$ cat src/rtl/branch_global_lookup_if.sv
// Request/response and update signal bundle for the global-history predictor lookup block.
// The master drives requests and updates. The slave is the lookup block.
interface branch_global_lookup_if #(
    parameter int PHT_size = 2048
);
    localparam int IDX_W = $clog2(PHT_size);

    logic             req_val;
    logic             req_rdy;
    logic [31:0]      req_pc;
    logic             resp_val;
    logic             resp_rdy;
    logic             resp_taken;
    logic [IDX_W-1:0] resp_idx;
    logic             upd_wen;
    logic [IDX_W-1:0] upd_idx;
    logic [1:0]       upd_cnt;
    logic             gbr_shift;
    logic             gbr_bit;

    modport master (
        output req_val, req_pc, resp_rdy, upd_wen, upd_idx, upd_cnt, gbr_shift, gbr_bit,
        input  req_rdy, resp_val, resp_taken, resp_idx
    );

    modport slave (
        input  req_val, req_pc, resp_rdy, upd_wen, upd_idx, upd_cnt, gbr_shift, gbr_bit,
        output req_rdy, resp_val, resp_taken, resp_idx
    );
endinterface

$ cat src/rtl/branch_global_lookup.sv
// Prediction side of a gshare-style predictor. It owns the PHT of 2-bit counters and the global branch register.
// Lookups run through IDLE/READ/RESP. Counter writes and GBR shifts from the update side apply in any state.
module branch_global_lookup #(
    parameter int PHT_size = 2048
) (
    input logic                   clk,
    input logic                   reset,
    branch_global_lookup_if.slave bus
);
    localparam int IDX_W = $clog2(PHT_size);

    typedef enum logic [1:0] {
        IDLE = 2'b00,
        READ = 2'b01,
        RESP = 2'b10
    } state_t;

    state_t           state_r;
    state_t           state_next_s;
    logic [IDX_W-1:0] gbr_r;
    logic [IDX_W-1:0] gbr_next_s;
    logic [IDX_W-1:0] idx_r;
    logic [IDX_W-1:0] idx_next_s;
    logic             resp_taken_r;
    logic             resp_taken_next_s;
    logic [IDX_W-1:0] resp_idx_r;
    logic [IDX_W-1:0] resp_idx_next_s;
    logic [1:0]       pht_r [PHT_size];
    logic             bypass_s;
    logic             rd_taken_s;
    logic             pc_unused_s;

    function automatic logic [IDX_W-1:0] hash_idx(input logic [IDX_W-1:0] pc_bits,
                                                  input logic [IDX_W-1:0] history);
        return pc_bits ^ history;
    endfunction

    assign pc_unused_s = ^{bus.req_pc[31:IDX_W+2], bus.req_pc[1:0]};

    assign bus.req_rdy    = (state_r == IDLE) & ~reset;
    assign bus.resp_val   = (state_r == RESP);
    assign bus.resp_taken = resp_taken_r;
    assign bus.resp_idx   = resp_idx_r;

    // Write-first read of the PHT: a same-cycle write to the entry being read wins.
    always_comb begin
        bypass_s   = bus.upd_wen & (bus.upd_idx == idx_r);
        rd_taken_s = 1'b0;
        if (bypass_s) begin
            rd_taken_s = bus.upd_cnt[1];
        end else begin
            rd_taken_s = pht_r[idx_r][1];
        end
    end

    // Next GBR value. The shift drops the MSB.
    always_comb begin
        gbr_next_s = gbr_r;
        if (bus.gbr_shift) begin
            gbr_next_s = {gbr_r[IDX_W-2:0], bus.gbr_bit};
        end else begin
            gbr_next_s = gbr_r;
        end
    end

    // Lookup FSM next-state and datapath decode.
    always_comb begin
        state_next_s      = state_r;
        idx_next_s        = idx_r;
        resp_taken_next_s = resp_taken_r;
        resp_idx_next_s   = resp_idx_r;
        case (state_r)
            IDLE: begin
                if (bus.req_val) begin
                    idx_next_s   = hash_idx(bus.req_pc[IDX_W+1:2], gbr_r);
                    state_next_s = READ;
                end else begin
                    state_next_s = IDLE;
                end
            end
            READ: begin
                resp_taken_next_s = rd_taken_s;
                resp_idx_next_s   = idx_r;
                state_next_s      = RESP;
            end
            RESP: begin
                if (bus.resp_rdy) begin
                    state_next_s = IDLE;
                end else begin
                    state_next_s = RESP;
                end
            end
            default: begin
                state_next_s = IDLE;
            end
        endcase
    end

    // FSM state, latched index and registered response.
    always_ff @(posedge clk) begin
        if (reset) begin
            state_r      <= IDLE;
            idx_r        <= {IDX_W{1'b0}};
            resp_taken_r <= 1'b0;
            resp_idx_r   <= {IDX_W{1'b0}};
        end else begin
            state_r      <= state_next_s;
            idx_r        <= idx_next_s;
            resp_taken_r <= resp_taken_next_s;
            resp_idx_r   <= resp_idx_next_s;
        end
    end

    // Global branch register.
    always_ff @(posedge clk) begin
        if (reset) begin
            gbr_r <= {IDX_W{1'b0}};
        end else begin
            gbr_r <= gbr_next_s;
        end
    end

    // PHT storage. Counters are written exactly as the update side supplies them.
    always_ff @(posedge clk) begin
        if (reset) begin
            for (int i = 0; i < PHT_size; i++) begin
                pht_r[i] <= 2'b01;
            end
        end else if (bus.upd_wen) begin
            pht_r[bus.upd_idx] <= bus.upd_cnt;
        end
    end
endmodule
$ cat src/flat_wrapper.sv
// flat-port wrapper written by rule: the top's interface ports become plain ports
module branch_global_lookup_flat 
#(
    parameter int PHT_size = 2048
)
  (clk, reset, bus_req_val, bus_req_pc, bus_resp_rdy, bus_upd_wen, bus_upd_idx, bus_upd_cnt, bus_gbr_shift, bus_gbr_bit, bus_req_rdy, bus_resp_val, bus_resp_taken, bus_resp_idx);
  branch_global_lookup_if #(.PHT_size(PHT_size)) bus_i ();
  input logic clk;
  input logic reset;
  input wire logic [$bits(bus_i.req_val)-1:0] bus_req_val;
  input wire logic [$bits(bus_i.req_pc)-1:0] bus_req_pc;
  input wire logic [$bits(bus_i.resp_rdy)-1:0] bus_resp_rdy;
  input wire logic [$bits(bus_i.upd_wen)-1:0] bus_upd_wen;
  input wire logic [$bits(bus_i.upd_idx)-1:0] bus_upd_idx;
  input wire logic [$bits(bus_i.upd_cnt)-1:0] bus_upd_cnt;
  input wire logic [$bits(bus_i.gbr_shift)-1:0] bus_gbr_shift;
  input wire logic [$bits(bus_i.gbr_bit)-1:0] bus_gbr_bit;
  output wire logic [$bits(bus_i.req_rdy)-1:0] bus_req_rdy;
  output wire logic [$bits(bus_i.resp_val)-1:0] bus_resp_val;
  output wire logic [$bits(bus_i.resp_taken)-1:0] bus_resp_taken;
  output wire logic [$bits(bus_i.resp_idx)-1:0] bus_resp_idx;
  assign bus_i.req_val = bus_req_val;
  assign bus_i.req_pc = bus_req_pc;
  assign bus_i.resp_rdy = bus_resp_rdy;
  assign bus_i.upd_wen = bus_upd_wen;
  assign bus_i.upd_idx = bus_upd_idx;
  assign bus_i.upd_cnt = bus_upd_cnt;
  assign bus_i.gbr_shift = bus_gbr_shift;
  assign bus_i.gbr_bit = bus_gbr_bit;
  assign bus_req_rdy = bus_i.req_rdy;
  assign bus_resp_val = bus_i.resp_val;
  assign bus_resp_taken = bus_i.resp_taken;
  assign bus_resp_idx = bus_i.resp_idx;
  branch_global_lookup #(.PHT_size(PHT_size)) u_core (.clk(clk), .reset(reset), .bus(bus_i));
endmodule
$ cat config.mk
export PLATFORM = sky130hd
export DESIGN_NAME = branch_global_lookup_flat
export DESIGN_NICKNAME = d
export VERILOG_FILES = /design/src/rtl/branch_global_lookup_if.sv /design/src/rtl/branch_global_lookup.sv /design/src/flat_wrapper.sv
export SDC_FILE = /design/constraint.sdc
export NUM_CORES = 2
export LEC_CHECK = 0
export BUFFER_PORTS_ARGS = -buffer_cell sky130_fd_sc_hd__buf_2
export CAP_MARGIN = 0
export CORE_MARGIN = 5
export CORE_UTILIZATION = 45
export DETAILED_ROUTE_END_ITERATION = 10
export PLACE_DENSITY_LB_ADDON = 0.12
export SETUP_SLACK_MARGIN = 0.5
export SLEW_MARGIN = 20
export SYNTH_ARGS = -nofsm -noshare
export SYNTH_HDL_FRONTEND = slang
export SYNTH_SLANG_ARGS = --single-unit
$ cat constraint.sdc
create_clock -name clk -period 3.75 [get_ports clk]
set_clock_uncertainty 0.1 [all_clocks]
set_input_delay 0.375 -clock clk [delete_from_list [all_inputs] [get_ports clk]]
set_output_delay 0.375 -clock clk [all_outputs]
set_load 0.02 [all_outputs]
==> results.json <==
{
  "drc": 0,
  "placed_cells": 11500,
  "setup_ws_ns": -0.0464,
  "cellPowerDensity_nw_per_um2": 454,
  "synth_top_cell_by_area": "edfxtp_1",
  "dieWidth_um": 502,
  "drive_gt1_share_pct": 17.9,
  "period_needed_ns": 3.80,
  "crit_required_ns": 4.41,
  "synth-async-reset-ratio_pct": 0,
  "ys_warn_count": 0,
  "p_leak_nw": 39.2,
  "cts_tree": "built",
  "post-synth-top-count-cell": "nor2_1",
  "synth_fp_nets": 9030,
  "htreeDepth": 4,
  "ys.flop_type": "edfxtp_1",
  "grtUsageTotal_pct": 34.8,
  "top_layer": "met5",
  "grt_max_degree": 262,
  "rows": 180,
  "critical_path_arrival_ns": 4.45,
  "grt.overflow.total": 0,
  "wl_met1_mm": 163,
  "ys_ff_latch": 2095,
  "initial_utilization_pct": 45.2,
  "syn_area_um2": 109000,
  "slew_headroom_pct": 15.4,
  "design_area_um2": 123000,
  "min_period_over_period_pct": 101,
  "clockRootBuffer": "clkbuf_16",
  "grt_pass1_vias": 76200,
  "rsz0062_at_grt": "yes",
  "ir_drop_mv": 0.430,
  "drtIter0Drc": 13400,
  "crit_fanout": 15,
  "syn_inst": 8978,
  "hold_class": "primary input to flop",
  "wl_per_cell_um": 37.3,
  "core_um2": 241000,
  "violations": "setup timing",
  "cap_violations": 0,
  "tightest_slew_ns": 1.27,
  "path_clk_slew_ns": 0.06,
  "clock_latency_ns": 0.90,
  "avgSynthCellArea_um2": 12.1,
  "numCtsBuffers": 230,
  "place.gp.congestion": 0.877,
  "ys_top_cells_by_count": "nor2_1, edfxtp_1, o21bai_1, clkbuf_1, a21o_1",
  "placed_area_um2": 114000,
  "synthDistinctLibCells": 70,
  "holdWs_ns": 0.181,
  "fin_cells": 12000,
  "io-pin-count": 66,
  "ant_nets": 0,
  "numPortBuffers": 43,
  "cp-start-kind": "flop",
  "dp_hpwl_mm": 247,
  "wl_met2_mm": 204,
  "synth_edf_count": 2048,
  "drtPass1Iterations": 7,
  "cts.sinks": 2095,
  "die_h_um": 502,
  "grt_pass1_wl_mm": 614,
  "cts_buffer_depth": 3,
  "finalHoldViolations": 0,
  "die_area_um2": 252000,
  "nets": 8693,
  "yosysSeqAreaShare_pct": 57.3,
  "setup_violations": 1,
  "synth_top_area_share_pct": 56.5,
  "vias": 81300,
  "max_freq_ghz": 0.263,
  "syn2layout_area_growth_pct": 12.9,
  "antenna_found_initial": 20,
  "outcome": "finished with violations",
  "drv_slew": 0,
  "end_kind": "flop",
  "wl_met3_mm": 52.8,
  "synth.area.top_cells": "edfxtp_1, o21bai_1, mux4_2",
  "criticalPathCategory": "flop to flop",
  "via_per_inst": 6.76,
  "routed_wl_mm": 448
}
## cells by family after synthesis
| logic type | Yosys count | synth area share [%] |
|---|---|---|
| xor+xnor | 22 | 0.177 |
| simple gates | 2640 | 9.62 |
| compound gates | 2337 | 16.0 |
| flops | 2095 | 57.3 |
| mux | 643 | 11.9 |
| buf+inv | 1241 | 4.98 |
## per-stage QoR
stage	power, mW	utilization (%)	worst slack, ns	TNS, ns
3_3_place_gp	33.5	47.5	-0.601	-0.601
3_5_place_dp	33.7	47.5	-0.642	-0.642
4_1_cts	55.7	51.0	0.187	0
2_1_floorplan	31.5	-	0.806	0
6_report	55.8	51.0	-0.0464	-0.0464
5_1_grt	57.1	51.0	0.0544	0
## repair_timing
action	4_1_cts	5_1_grt
gates resized for setup	88	13
setup endpoints to repair	1	2
pin swaps	10	6
hold endpoints to repair	54	0
hold buffers	28	0
buffers inserted	18	6
gates cloned	9	2
## routing by layer
metal | GRT usage, % | up-vias
li1 | - | 32200
met1 | 46.1 | 42000
met2 | 54.4 | 5783
met3 | 7.22 | 1280
met4 | 17.6 | 6
met5 | 0 | -
## where the power goes
group	internal (mW)	switching, mW	total (mW)
Sequential	26.8	0.400	27.2
Combinational	2.89	3.56	6.45
Clock	12.3	9.82	22.2
Total	42.0	13.8	55.8
## area by class of cell
type,count,area (um^2)
timing repair buffer,669,7330
inverter,3,16.3
clock inverter,126,876
multi-input combinational,5642,42000
tap,3185,3990
sequential,2095,62500
antenna,11,27.5
fill,20600,118000
clock buffer,294,6250
## registers in the layout, indices dropped and copies added, names as in the netlist, named ones only
name	flops
u_core.idx_r	11
u_core.gbr_r	11
u_core.pht_r	2048
u_core.bus.resp_taken	1
u_core.state_r	2
u_core.bus.resp_idx	11
## cells in the final DEF, fill, tap and decap left out, types with 46 or more instances in the layout
cell / Yosys / layout
buf_12: 23 / 139
edfxtp_1: 2048 / 2048
buf_4: 15 / 418
mux4_2: 441 / 442
mux4_1: 60 / 59
nand2_2: 0 / 49
a21o_1: 487 / 487
clkbuf_1: 955 / 46
clkbuf_16: 0 / 239
nor2_1: 2195 / 2184
clkinv_1: 1 / 65
nand2_1: 201 / 136
mux2i_1: 138 / 135
a22oi_1: 64 / 63
o21bai_1: 1552 / 1552
## path summary, 6_finish.rpt
| kind | start | endpoint | slack, ns | cells past startpoint |
|---|---|---|---|---|
| setup reg to reg | flop | u_core.bus.resp_taken$_SDFFE_PP0N_ | -0.05 | 11 |
| setup / recovery | flop | u_core.bus.resp_taken$_SDFFE_PP0N_ | -0.05 | 11 |
| hold / removal | bus_upd_idx[3] | u_core.pht_r[1164][1]$_SDFFCE_PN0P_ | 0.18 | 6 |
| hold reg to reg | u_core.bus.resp_idx[7]$_SDFFE_PP0N_ | u_core.bus.resp_idx[7]$_SDFFE_PP0N_ | 0.35 | 2 |
## worst max-delay path: stages (launching register included)
cell	delay [ns]
dfxtp_4	0.44
buf_16	0.23
buf_4	0.27
mux4_2	0.55
mux2_2	0.30
o22ai_1	0.26
nand2_1	0.11
nand4_1	0.24
o211ai_1	0.35
nand4_1	0.39
and4_4	0.31
o41ai_2	0.06
No activity file was read; power rests on OpenSTA's default activity.
